<file path="config.mk">
export PLATFORM = sky130hd
export DESIGN_NAME = fb_port_arbiter
export DESIGN_NICKNAME = d
export VERILOG_FILES = /design/src/rtl/fb_pkg.sv /design/src/rtl/rr_arb2.sv /design/src/rtl/fb_port_arbiter.sv
export SDC_FILE = /design/constraint.sdc
export NUM_CORES = 1
export LEC_CHECK = 0
export BUFFER_PORTS_ARGS = -buffer_cell sky130_fd_sc_hd__buf_2
export CORE_UTILIZATION = 38
export DETAILED_ROUTE_END_ITERATION = 16
export GPL_TIMING_DRIVEN = 0
export MAX_ROUTING_LAYER = met4
export PLACE_DENSITY = 0.8
export SYNTH_ARGS = -nofsm -noshare
export SYNTH_HDL_FRONTEND = slang
export SYNTH_SLANG_ARGS = --single-unit
</file>
<file path="constraint.sdc">
create_clock -name clk -period 1.5 [get_ports clk]
set_input_delay 0.075 -clock clk [delete_from_list [all_inputs] [get_ports clk]]
set_output_delay 0.075 -clock clk [all_outputs]
set_load 0.01 [all_outputs]
</file>
<file path="src/rtl/fb_pkg.sv">
// Shared definitions for the framebuffer port arbiter.
// Holds the default widths, the starvation limit default and the
// per-cycle port-owner (grant) encoding.
package fb_pkg;

  localparam int unsigned ADDR_W_DEF       = 15;
  localparam int unsigned DATA_W_DEF       = 8;
  localparam int unsigned STARVE_LIMIT_DEF = 1023;
  localparam int unsigned STARVE_CNT_W     = 10;

  // Owner of the RAM port for one decision cycle
  typedef enum logic [1:0] {
    GNT_NONE = 2'd0,
    GNT_RD   = 2'd1,
    GNT_W0   = 2'd2,
    GNT_W1   = 2'd3
  } gnt_e;

endpackage

</file>
<file path="src/rtl/rr_arb2.sv">
// Two-way round-robin arbiter with eligibility mask.
// Ports:
//   clk, reset  - clock, async active-low reset
//   i_elig[1:0] - writers eligible this cycle (already masked by scanout)
//   o_gnt_c[1:0]- one-hot combinational grant for this cycle
// The pointer names the preferred writer and moves to the other writer
// after every grant.
module rr_arb2 (
  input  logic       clk,
  input  logic       reset,
  input  logic [1:0] i_elig,
  output logic [1:0] o_gnt_c
);

  logic r_ptr;

  // Pick the pointed-to writer only when both are eligible
  always_comb begin
    o_gnt_c = 2'b00;
    case (i_elig)
      2'b01:   o_gnt_c = 2'b01;
      2'b10:   o_gnt_c = 2'b10;
      2'b11:   o_gnt_c = r_ptr ? 2'b10 : 2'b01;
      default: o_gnt_c = 2'b00;
    endcase
  end

  // Granting writer 0 points at writer 1 and vice versa
  always_ff @(posedge clk or negedge reset) begin
    if (!reset) begin
      r_ptr <= 1'b0;
    end else if (|o_gnt_c) begin
      r_ptr <= o_gnt_c[0];
    end
  end

endmodule

</file>
<file path="src/rtl/fb_port_arbiter.sv">
// Framebuffer single-port RAM arbiter: one scanout reader, two writers.
// Scanout always wins; writers share the leftover cycles round-robin.
// Configuration macro: FB_WR_BLANK_ONLY_EN (defined: writers only during vblank).
// Ports:
//   clk, reset                    - clock, async active-low reset
//   rd_en, rd_addr                - scanout fetch request/address
//   rd_data, rd_valid             - scanout pixel, two cycles after request
//   wr_req, wr_addr0/1, wr_data0/1- writer requests, held until wr_ack
//   wr_ack                        - one-cycle pulse, coincident with mem_we
//   vblank                        - vertical blanking indicator
//   mem_addr/we/wdata, mem_rdata  - synchronous RAM port, 1-cycle read latency
//   starve_clr, starved           - sticky per-writer starvation flags
module fb_port_arbiter
  import fb_pkg::*;
#(
  parameter int unsigned ADDR_W       = ADDR_W_DEF,
  parameter int unsigned DATA_W       = DATA_W_DEF,
  parameter int unsigned STARVE_LIMIT = STARVE_LIMIT_DEF
) (
  input  logic              clk,
  input  logic              reset,
  input  logic              rd_en,
  input  logic [ADDR_W-1:0] rd_addr,
  output logic [DATA_W-1:0] rd_data,
  output logic              rd_valid,
  input  logic [1:0]        wr_req,
  input  logic [ADDR_W-1:0] wr_addr0,
  input  logic [ADDR_W-1:0] wr_addr1,
  input  logic [DATA_W-1:0] wr_data0,
  input  logic [DATA_W-1:0] wr_data1,
  output logic [1:0]        wr_ack,
  input  logic              vblank,
  output logic [ADDR_W-1:0] mem_addr,
  output logic              mem_we,
  output logic [DATA_W-1:0] mem_wdata,
  input  logic [DATA_W-1:0] mem_rdata,
  input  logic              starve_clr,
  output logic [1:0]        starved
);

  logic                         w_blank_ok;
  logic [1:0]                   w_elig;
  logic [1:0]                   w_wgnt;
  logic [1:0]                   w_wait;
  logic [1:0]                   w_set;
  gnt_e                         w_gnt;

  logic [ADDR_W-1:0]            r_addr;
  logic [DATA_W-1:0]            r_wdata;
  logic                         r_we;
  logic [1:0]                   r_ack;
  logic                         r_rd_p1;
  logic                         r_rd_valid;
  logic [1:0]                   r_starved;
  logic [1:0][STARVE_CNT_W-1:0] r_cnt;

`ifdef FB_WR_BLANK_ONLY_EN
  // Tear-free build: writers only touch the framebuffer during blanking
  assign w_blank_ok = vblank;
`else
  // vblank has no effect on eligibility in this build
  assign w_blank_ok = vblank | 1'b1;
`endif

  // A writer in its ack cycle is skipped so a still-held request is not rewritten
  assign w_elig = wr_req & ~r_ack & {2{w_blank_ok & ~rd_en}};

  rr_arb2 u_rr_arb2 (
    .clk     (clk),
    .reset   (reset),
    .i_elig  (w_elig),
    .o_gnt_c (w_wgnt)
  );

  // Port owner for this decision cycle
  always_comb begin
    w_gnt = GNT_NONE;
    if (rd_en) begin
      w_gnt = GNT_RD;
    end else if (w_wgnt[0]) begin
      w_gnt = GNT_W0;
    end else if (w_wgnt[1]) begin
      w_gnt = GNT_W1;
    end
  end

  // RAM port registers; idle cycles keep the last address and data
  always_ff @(posedge clk or negedge reset) begin
    if (!reset) begin
      r_addr     <= '0;
      r_wdata    <= '0;
      r_we       <= 1'b0;
      r_ack      <= 2'b00;
      r_rd_p1    <= 1'b0;
      r_rd_valid <= 1'b0;
    end else begin
      r_we       <= 1'b0;
      r_ack      <= 2'b00;
      r_rd_p1    <= (w_gnt == GNT_RD);
      r_rd_valid <= r_rd_p1;
      case (w_gnt)
        GNT_RD: begin
          r_addr <= rd_addr;
        end
        GNT_W0: begin
          r_addr  <= wr_addr0;
          r_wdata <= wr_data0;
          r_we    <= 1'b1;
          r_ack   <= 2'b01;
        end
        GNT_W1: begin
          r_addr  <= wr_addr1;
          r_wdata <= wr_data1;
          r_we    <= 1'b1;
          r_ack   <= 2'b10;
        end
        default: begin
        end
      endcase
    end
  end

  // A writer is waiting when it requests, is not granted and is not in its ack cycle
  assign w_wait = wr_req & ~w_wgnt & ~r_ack;

  // Flag raised once, on the step that brings the counter to the limit
  always_comb begin
    w_set = 2'b00;
    for (int i = 0; i < 2; i++) begin
      w_set[i] = w_wait[i] && (r_cnt[i] == STARVE_CNT_W'(STARVE_LIMIT - 1));
    end
  end

  // Saturating wait counters; grant or abandonment restarts them
  always_ff @(posedge clk or negedge reset) begin
    if (!reset) begin
      r_cnt     <= '0;
      r_starved <= 2'b00;
    end else begin
      for (int i = 0; i < 2; i++) begin
        if (!w_wait[i]) begin
          r_cnt[i] <= '0;
        end else if (r_cnt[i] != STARVE_CNT_W'(STARVE_LIMIT)) begin
          r_cnt[i] <= r_cnt[i] + STARVE_CNT_W'(1);
        end
      end
      r_starved <= (r_starved & ~{2{starve_clr}}) | w_set;
    end
  end

  assign mem_addr  = r_addr;
  assign mem_we    = r_we;
  assign mem_wdata = r_wdata;
  assign wr_ack    = r_ack;
  assign rd_valid  = r_rd_valid;
  // RAM output is already one cycle behind the registered address
  assign rd_data   = r_rd_valid ? mem_rdata : '0;
  assign starved   = r_starved;

endmodule

</file>
# --- After elaboration in Yosys (flattened, before gate mapping) ---
# Index checks and enable logic that the tools add are counted.
classes:
  n_eq_ne: 12
  n_bitwise: 10
  n_reduce_logical: 6
  muxes: 14
  add_sub_neg: 2
op_table:
  columns: ["op", "count"]
  rows:
  - ["$pmux W15 S3", 1]
  - ["$mux W10", 4]
  - ["$add A10 B1 Y10 const B", 2]
  - ["$eq A10 B10 Y1 const B", 2]
  - ["$ne A10 B10 Y1 const B", 2]
  - ["$pmux W8 S2", 1]
  - ["$and A2 B2 Y2", 5]
  - ["$eq A2 B2 Y1 const B", 4]
  - ["$mux W2", 4]
  - ["$mux W8", 1]
  - ["$not A2 Y2", 3]
  - ["$pmux W2 S3", 1]
  - ["$eq A2 B1 Y1 const B", 2]
  - ["$ne A2 B1 Y1 const B", 2]
  - ["$pmux W2 S2", 1]
  - ["$reduce_or A2 Y1", 2]
  - ["$reduce_bool A3 Y1", 1]
  - ["$logic_and A1 B1 Y1", 2]
  - ["$or A2 B2 Y2", 1]
  - ["$reduce_bool A2 Y1", 1]
  - ["$mux W1", 1]
  - ["$not A1 Y1", 1]
word_totals:
  out_inout_bits: 37
  inputBits: 76
  reg_bits: 51

# --- Longest topological paths before layout ---
# Gate-level depths: netlist of run 1.
logic_depth:
  ltp_word: 11
  mapped_depth: 5

# --- Modules after synthesis ---
# A second synthesis of run 1 with hierarchy kept.
unflattened:
  hier_cells: 264
  hier_area_um2: 2538.7
modules_own_cells:
  columns: ["mod", "cells_per_inst", "area_per_inst_um2", "n_inst"]
  rows:
  - ["fb_port_arbiter", 258, 2484.9, 1]
  - ["rr_arb2", 6, 53.8, 1]

# --- Least setup slack after synthesis of run 1 ---
# Ideal clock, no wire load.
synth_path:
  path_type: "register to register"
  startpoint: "reg r_ack[0], in the netlist wr_ack[0]"
  endpoint: "reg r_starved[0], in the netlist starved[0]"
  n_path_buf: 1
  setup_ps: 129
  t_arrival_ps: 1442
  required_ps: 1371
  slack_ps: -71
  stages_incl_launch_ff: 6
  path_cell_list: "dfrtp_1 > nand2b_1 > a311oi_2 > or2_2 > buf_2 > o22ai_1"
synth_via:
  elab_chain_cells: 10
  elab_cells_between_ends: 12
  classes_between: "3 x eq/ne; 1 x mux; 7 x bitwise; 1 x reduce/logical"
synth_rtl:
  columns: ["element", "line", "source"]
  rows:
  - ["start: declaration", "fb_port_arbiter.sv:51", "logic [1:0] r_ack;"]
  - ["start signal: assignment", "fb_port_arbiter.sv:93", "r_ack <= 2'b00;"]
  - ["start signal: assignment", "fb_port_arbiter.sv:98", "r_ack <= 2'b00;"]
  - ["start signal: assignment", "fb_port_arbiter.sv:109", "r_ack <= 2'b01;"]
  - ["$not A2 Y2 (*)", "fb_port_arbiter.sv:66, fb_port_arbiter.sv:124", null]
  - ["$and A2 B2 Y2 (2 in a row)", "fb_port_arbiter.sv:66", "assign w_elig = wr_req & ~r_ack & {2{w_blank_ok & ~rd_en}};"]
  - ["$eq A2 B2 Y1 or $eq A2 B1 Y1 (tied branches)", "rr_arb2.sv:20", "case (i_elig)"]
  - ["$pmux W2 S3", "rr_arb2.sv:20", null]
  - ["$not A2 Y2", "fb_port_arbiter.sv:124", "assign w_wait = wr_req & ~w_wgnt & ~r_ack;"]
  - ["$and A2 B2 Y2", "fb_port_arbiter.sv:124", null]
  - ["$and A2 B2 Y2 (*)", "fb_port_arbiter.sv:124", null]
  - ["$logic_and A1 B1 Y1 (*)", "fb_port_arbiter.sv:130", "w_set[i] = w_wait[i] && (r_cnt[i] == STARVE_CNT_W'(STARVE_LIMIT - 1));"]
  - ["$or A2 B2 Y2 (*)", "fb_port_arbiter.sv:147", "r_starved <= (r_starved & ~{2{starve_clr}}) | w_set;"]
  - ["end signal: assignment", "fb_port_arbiter.sv:147", null]
  - ["end: declaration", "fb_port_arbiter.sv:54", "logic [1:0] r_starved;"]
# Mark *: on every way between the ends. The rest lies on a longest branch, timed or not.
# A chain may end at the register's enable or synchronous reset.

# --- Worst setup path after layout of run 1 ---
layout_path:
  startpoint: "reg u_rr_arb2.r_ptr"
  endpoint: "reg r_wdata[5], in the netlist mem_wdata[5]"
layout_via:
  elab_chain_cells: 7
  elab_cells_between_ends: 9
  classes_between: "2 x eq/ne; 6 x mux; 1 x reduce/logical"
layout_rtl:
  columns: ["element", "line", "source"]
  rows:
  - ["start: declaration", "rr_arb2.sv:15", "logic r_ptr;"]
  - ["start signal: assignment", "rr_arb2.sv:33", "r_ptr <= o_gnt_c[0];"]
  - ["$mux W2 (*)", "rr_arb2.sv:23", "2'b11: o_gnt_c = r_ptr ? 2'b10 : 2'b01;"]
  - ["$pmux W2 S3 (*)", "rr_arb2.sv:20", null]
  - ["$mux W2", "fb_port_arbiter.sv:82", "end else if (w_wgnt[1]) begin"]
  - ["$mux W2 (*)", "fb_port_arbiter.sv:80", "end else if (w_wgnt[0]) begin"]
  - ["$mux W2 (*)", "fb_port_arbiter.sv:78", "if (rd_en) begin"]
  - ["$eq A2 B2 Y1", "fb_port_arbiter.sv:101", "case (w_gnt)"]
  - ["$pmux W8 S2 or $reduce_bool A2 Y1 (tied branches)", null, null]
  - ["end signal: assignment", "fb_port_arbiter.sv:107", "r_wdata <= wr_data0;"]
  - ["end signal: assignment", "fb_port_arbiter.sv:113", "r_wdata <= wr_data1;"]
  - ["end: declaration", "fb_port_arbiter.sv:49", "logic [DATA_W-1:0] r_wdata;"]
# Marked as above.

==> results of run 1 <==
## final cells by class
| cell class | count | area share |
|---|---|---|
| clock inverter | 2 | 0.009672 |
| tap | 77 | 0.02660 |
| timing repair buffer | 138 | 0.2173 |
| multi-input combinational | 192 | 0.3340 |
| inverter | 17 | 0.01762 |
| sequential | 51 | 0.3537 |
| buffer | 9 | 0.01831 |
| clock buffer | 6 | 0.02280 |
## registers in the layout, summed over array words and instances, names as in the netlist
signal	cells
rd_valid	1
wr_ack	2
u_rr_arb2.r_ptr	1
mem_addr	15
starved	2
mem_we	1
mem_wdata	8
r_cnt	20
r_rd_p1	1
## stage by stage
step / cell area, sq um / hold WS (ps) / setup TNS [ps] / utilization / total power [mW]
2_1_floorplan: 2521 / -220.6 / -242.0 / - / 1.876
3_3_place_gp: 3173 / 279.5 / -3457 / 0.4997 / 2.162
3_5_place_dp: 3173 / 285.5 / -5239 / 0.4997 / 2.189
4_1_cts: 3467 / 0.2049 / -935.8 / 0.5460 / 3.228
5_1_grt: 3622 / 3.007 / -2720 / 0.5704 / 3.431
6_report: 3622 / -16.61 / -1066 / 0.5704 / 3.264
## placed cells by master (no fill, tap or decap), types with 2 or more instances in the layout
cell type	synthesis	final
xnor2_1	3	3
and2_1	8	8
and3_1	3	3
dlygate4sd3_1	0	7
buf_6	1	6
nand2_1	38	33
a311oi_1	2	2
clkbuf_8	0	6
buf_2	4	111
and4_1	2	2
a31oi_1	16	15
o22ai_1	3	3
or3_1	5	5
nand2_2	0	4
nor3_1	5	5
dfrtp_1	51	47
o21ai_0	19	18
buf_4	0	18
ha_1	4	2
nand4_1	5	5
a21oi_1	8	7
ha_4	0	2
clkbuf_1	5	2
nand3_1	8	8
dfrtp_2	0	4
mux2i_1	2	2
xor2_1	3	3
a211oi_1	4	4
clkbuf_2	0	2
nor2_1	30	30
a222oi_1	8	8
inv_1	17	16
a21o_1	3	3
## worst max-delay path, stage by stage, from the launching register on
cell and delay (ps):
dfrtp_1 390, or3b_4 400, nor3b_4 200, buf_6 140
a222oi_1 310, inv_1 70
## how the worst max path moves through the flow
stage                          endpoint  slack (ps)
4_1_cts        mem_wdata[5]$_DFFE_PN0N_        -150
6_report       mem_wdata[5]$_DFFE_PN0N_        -120
2_1_floorplan  mem_wdata[3]$_DFFE_PN0N_         -60
3_3_place_gp       starved[0]$_DFF_PN0_        -140
3_5_place_dp   mem_wdata[1]$_DFFE_PN0N_        -230
5_1_grt        mem_wdata[3]$_DFFE_PN0N_        -230
## timing repair
action | CTS | global route
pin swaps | 8 | 26
hold buffers | 7 | 0
setup buffers | 8 | 10
cloned | 1 | 2
resized for setup | 17 | 25
endpoints found under the hold margin | 7 | 0
endpoints found under the setup margin | 44 | 41
## cell families (layout without fill, tap and decap cells)
group | count (synthesis) | in the layout | share of synthesized area
compound gates | 68 | 68 | 0.1799
xor+xnor | 6 | 6 | 0.02099
fa+ha+maj | 4 | 4 | 0.01999
buf+inv | 28 | 172 | 0.04698
flops | 51 | 51 | 0.5097
mux | 2 | 2 | 0.007996
simple gates | 111 | 112 | 0.2144
## routing by layer
metal / vias up / track usage
met5: - / -
met4: 0 / 0.06270
met3: 8 / 0.03579
met2: 109 / 0.3443
met1: 1233 / 0.2416
li1: 1247 / -
## power groups by stage
| stage | sequential (mW) | combinational (mW) | clock [mW] |
|---|---|---|---|
| after floorplan | 1.64 | 0.238 | 0 |
| after global placement | 1.59 | 0.574 | 0 |
| after detailed placement | 1.60 | 0.593 | 0 |
| after CTS | 1.56 | 0.656 | 1.01 |
| after global routing | 1.59 | 0.782 | 1.06 |
| final | 1.57 | 0.712 | 0.982 |
==> flow_metrics.py, run 1 <==
metrics = {
    "synth": {
        "synth_ff_type": "dfrtp_1",
        "yosys_warnings": 0,
        "syn_inst": 270,
        "synth_nets": 350,
        "netlist.top_cell.by_area": "dfrtp_1",
        "synthesis.area_sq_um": 2504,
        "yosysSeqAreaShare": 0.5097,
        "synth-edff-count": 0,
        "yosysTopAreaCellShare": 0.5097,
        "synth_area_per_cell_sq_um": 9.273,
        "async_flop_share": 1.000,
        "yosys-top-cells-area": "dfrtp_1 (51%), nand2_1 (5.7%), nor2_1 (4.5%)",
        "synth_seq_cells": 51,
        "synth_most_common_cell": "dfrtp_1",
        "synth_common_cells": "dfrtp_1 (51), nand2_1 (38), nor2_1 (30), o21ai_0 (19), inv_1 (17)",
        "yosysUniqueCellTypes": 38,
    },
    "clocking": {
        "cts_sinks": 51,
        "insertion_delay_ps": 300,
        "cts_buffer_depth": 2,
        "root_buffer": "clkbuf_8",
        "cts_inserted_buffers": 5,
        "cts_tree": "yes",
        "clkTransAtPathRegs_ps": 90,
        "htree_levels": 2,
    },
    "worst_setup_path": {
        "cp_max_fo": 7,
        "cp.required_ps": 1690,
        "cp-end-kind": "flip-flop",
        "arrival_ps": 1810,
        "r2r_slack_ps": -120,
        "reg2reg_depth": 5,
        "critPathLaunchType": "flip-flop",
        "r2r-start": "u_rr_arb2.r_ptr$_DFFE_PN0P_",
        "worstSetupPathType": "flip-flop to flip-flop",
        "r2r_end": "mem_wdata[5]$_DFFE_PN0N_",
        "startpoint": "u_rr_arb2.r_ptr$_DFFE_PN0P_",
    },
    "placed_design": {
        "port_buffers": 111,
        "place_congestion": 0.8415,
        "dp_hpwl_microns": 4779,
        "placed_cells": 458,
        "place_ws_ps": -233.6,
    },
    "cells_and_area": {
        "num_antenna_cells": 0,
        "area_growth_pct": 44.68,
        "nFillCells": 536,
        "fin_cells": 492,
        "nNetsFinal": 494,
        "multi_input_area_sq_um": 1210,
        "drive_gt1_frac": 0.4048,
        "seq_area_sq_um": 1281,
    },
    "sta": {
        "slew_headroom": 0.2515,
        "rsz0062_at_grt": "true",
        "slew_violations": 0,
        "timing.hold.ws_ps": -16.61,
        "setup_viol": 21,
        "fmax_ghz": 0.6177,
        "hold_viol": 22,
        "fin_crit_sh": 1.079,
        "setup_slack_ps": -119.0,
        "min_period_ps": 1619,
        "worstMarginPinSlew_ps": 1123,
        "fin_skew_ps": 5.444,
    },
    "power_and_ir_drop": {
        "p_per_area_nw_per_um2": 901.1,
        "p_int_mw": 2.379,
        "seqPwrFrac": 0.481,
        "p_leak_nw": 1.771,
        "peakVddDrop_v": 0.0005456,
        "pwr-share-clk": 0.301,
        "netSwitchingPower_uw": 884.9,
        "comb_power_share": 0.218,
        "power_switching_share": 0.2711,
    },
    "global_route": {
        "grt_pass1_wl_microns": 10980,
        "grt_max_degree": 52,
        "grt_usage": 0.2011,
        "antenna_found_initial": 0,
        "grt_pass1_vias": 2447,
        "overflow": 0,
    },
    "die": {
        "die_h_microns": 83.17,
        "core_sq_um": 6350,
        "start_util": 0.3943,
        "die_area_sq_um": 6917,
        "row_count": 29,
        "dieWidth_microns": 83.17,
        "pin_count": 113,
    },
    "detailed_routing": {
        "top_layer_used": "met4",
        "drt_pre_antenna_iters": 7,
        "drt_iter0_drc": 182,
        "m1WireLength_microns": 2932,
        "post-route-drc-count": 0,
        "dr_wl_met2_microns": 3536,
        "route.vias.total": 2597,
        "wire_per_inst_microns": 14.14,
        "final_antenna_net_count": 0,
        "via_per_inst": 5.278,
        "dr_wl_met3_microns": 394,
        "wirelength_microns": 6956,
    },
    "status": {
        "status": "finished with violations",
        "violations": "negative hold slack, negative setup slack",
    },
    "hold_path": {
        "hold_path_class": "primary input to asynchronous set/reset pin",
    },
    "job": {
        "max_cap_violations": 0,
    },
}
No activity file was read; power rests on OpenSTA's default activity.
==> run 2, diff against run 1 <==
- CORE_UTILIZATION: 38 -> 42
- PLACE_DENSITY: 0.8 -> 0.87
- TNS_END_PERCENT: not set -> 100
==> flow_metrics.py, run 2 (same netlist as run 1, synthesis figures left out) <==
metrics = {
    "sta": {
        "setup_slack_ps": -265.2,
        "rsz0062_at_grt": "true",
        "setup_viol": 26,
        "timing.hold.ws_ps": -31.86,
        "fin_skew_ps": 8.997,
        "fin_crit_sh": 1.177,
        "slew_headroom": 0.2615,
        "hold_viol": 51,
        "min_period_ps": 1765,
        "fmax_ghz": 0.5665,
        "slew_violations": 0,
        "fin_tns_setup_ps": -3175,
        "worstMarginPinSlew_ps": 1108,
    },
    "power_and_ir_drop": {
        "p_leak_nw": 1.869,
        "p_total_mw": 3.200,
        "p_per_area_nw_per_um2": 834.6,
        "peakVddDrop_v": 0.0006980,
    },
    "placed_design": {
        "dp_hpwl_microns": 4723,
        "place_congestion": 0.9362,
        "dpl_cell_area_sq_um": 3167,
        "placed_cells": 453,
        "port_buffers": 111,
        "place_ws_ps": -177.9,
    },
    "die": {
        "dieWidth_microns": 79.21,
        "pin_count": 113,
        "row_count": 27,
        "die_area_sq_um": 6273,
        "die_h_microns": 79.21,
        "core_sq_um": 5642,
        "start_util": 0.4438,
    },
    "clocking": {
        "cts_sinks": 51,
        "htree_levels": 2,
        "insertion_delay_ps": 310,
        "cts_tree": "yes",
        "clkTransAtPathRegs_ps": 100,
        "root_buffer": "clkbuf_8",
        "cts_buffer_depth": 2,
        "cts_inserted_buffers": 5,
    },
    "cells_and_area": {
        "final_cell_mix": "buf_2 (113), dfrtp_1 (48), nor2_1 (30), nand2_1 (27), o21ai_0 (19)",
        "fin_cells": 501,
        "drive_gt1_frac": 0.4219,
        "utilization": 0.6798,
        "largest_reg_flops": 20,
        "largest-register": "r_cnt",
        "num_antenna_cells": 0,
        "postLayoutCellArea_sq_um": 3835,
        "nNetsFinal": 508,
        "final_common_cell": "buf_2",
        "area_growth_pct": 53.17,
    },
    "worst_setup_path": {
        "arrival_ps": 1960,
        "r2r_slack_ps": -270,
        "cp-end-kind": "flip-flop",
        "cp_max_fo": 6,
        "critPathLaunchType": "flip-flop",
        "cp.required_ps": 1690,
        "worstSetupPathType": "flip-flop to flip-flop",
    },
    "global_route": {
        "grt_pass1_wl_microns": 12090,
        "antenna_found_initial": 0,
        "grt_max_degree": 52,
        "overflow": 0,
        "grt_pass1_vias": 2697,
        "grt_usage": 0.2576,
    },
    "detailed_routing": {
        "wirelength_microns": 8567,
        "post-route-drc-count": 0,
        "wire_per_inst_microns": 17.10,
        "final_antenna_net_count": 0,
        "drt_iter0_drc": 355,
        "route.vias.total": 2885,
        "drt_pre_antenna_iters": 6,
        "via_per_inst": 5.758,
    },
    "job": {
        "max_cap_violations": 0,
    },
    "status": {
        "violations": "negative hold slack, negative setup slack",
        "status": "finished with violations",
    },
    "hold_path": {
        "hold_path_class": "primary input to asynchronous set/reset pin",
    },
}
-- run 2: cell type report --
type,instances,area (sq um)
inverters,17,63.81
well taps,72,90.09
repair buffers,153,955.9
fillers,404,1807
clock inverters,3,20.02
flip-flops and latches,51,1280
multi-input cells,191,1285
plain buffers,9,71.32
clock buffers,5,68.82
-- run 2: repair_timing --
action / in CTS / in global routing
hold endpoints to repair: 15 / 0
pin swaps: 11 / 32
resized for setup: 17 / 44
hold buffers: 18 / 0
endpoints found under the setup margin: 40 / 43
buffers inserted: 11 / 11
gates cloned: 2 / 1
-- run 2: path summary, 6_finish.rpt --
path | start | to | cells after the start
max in group asynchronous | reset | r_cnt[11]$_DFFE_PN0P_ | 1
max | u_rr_arb2.r_ptr$_DFFE_PN0P_ | mem_wdata[5]$_DFFE_PN0N_ | 5
max reg2reg | u_rr_arb2.r_ptr$_DFFE_PN0P_ | mem_wdata[5]$_DFFE_PN0N_ | 5
min reg2reg | r_rd_p1$_DFF_PN0_ | rd_valid$_DFF_PN0_ | 0
min | reset | r_cnt[9]$_DFFE_PN0P_ | 1
min in group clk | wr_addr1[8] | mem_addr[8]$_DFFE_PN0P_ | 3
-- run 2: where the power goes --
group	total, mW	switching [mW]	internal [mW]	leakage [nW]
Sequential	1.57	0.0770	1.49	0.645
Combinational	0.818	0.421	0.397	1.18
Clock	0.813	0.487	0.326	0.0402
Total	3.20	0.985	2.22	1.87
-- run 2: critical path, stage by stage, from the launching register on --
cell	delay (ps)
dfrtp_1	410
or3b_4	410
nor3b_4	190
buf_6	140
a222oi_1	400
inv_1	90
-- run 2: metal layers --
layer	track usage	routed length [microns]	vias up
met5	-	0	-
met4	0.1218	431	0
met1	0.2869	3072	1385
li1	-	-	1275
met3	0.04368	607	43
met2	0.4483	4455	182
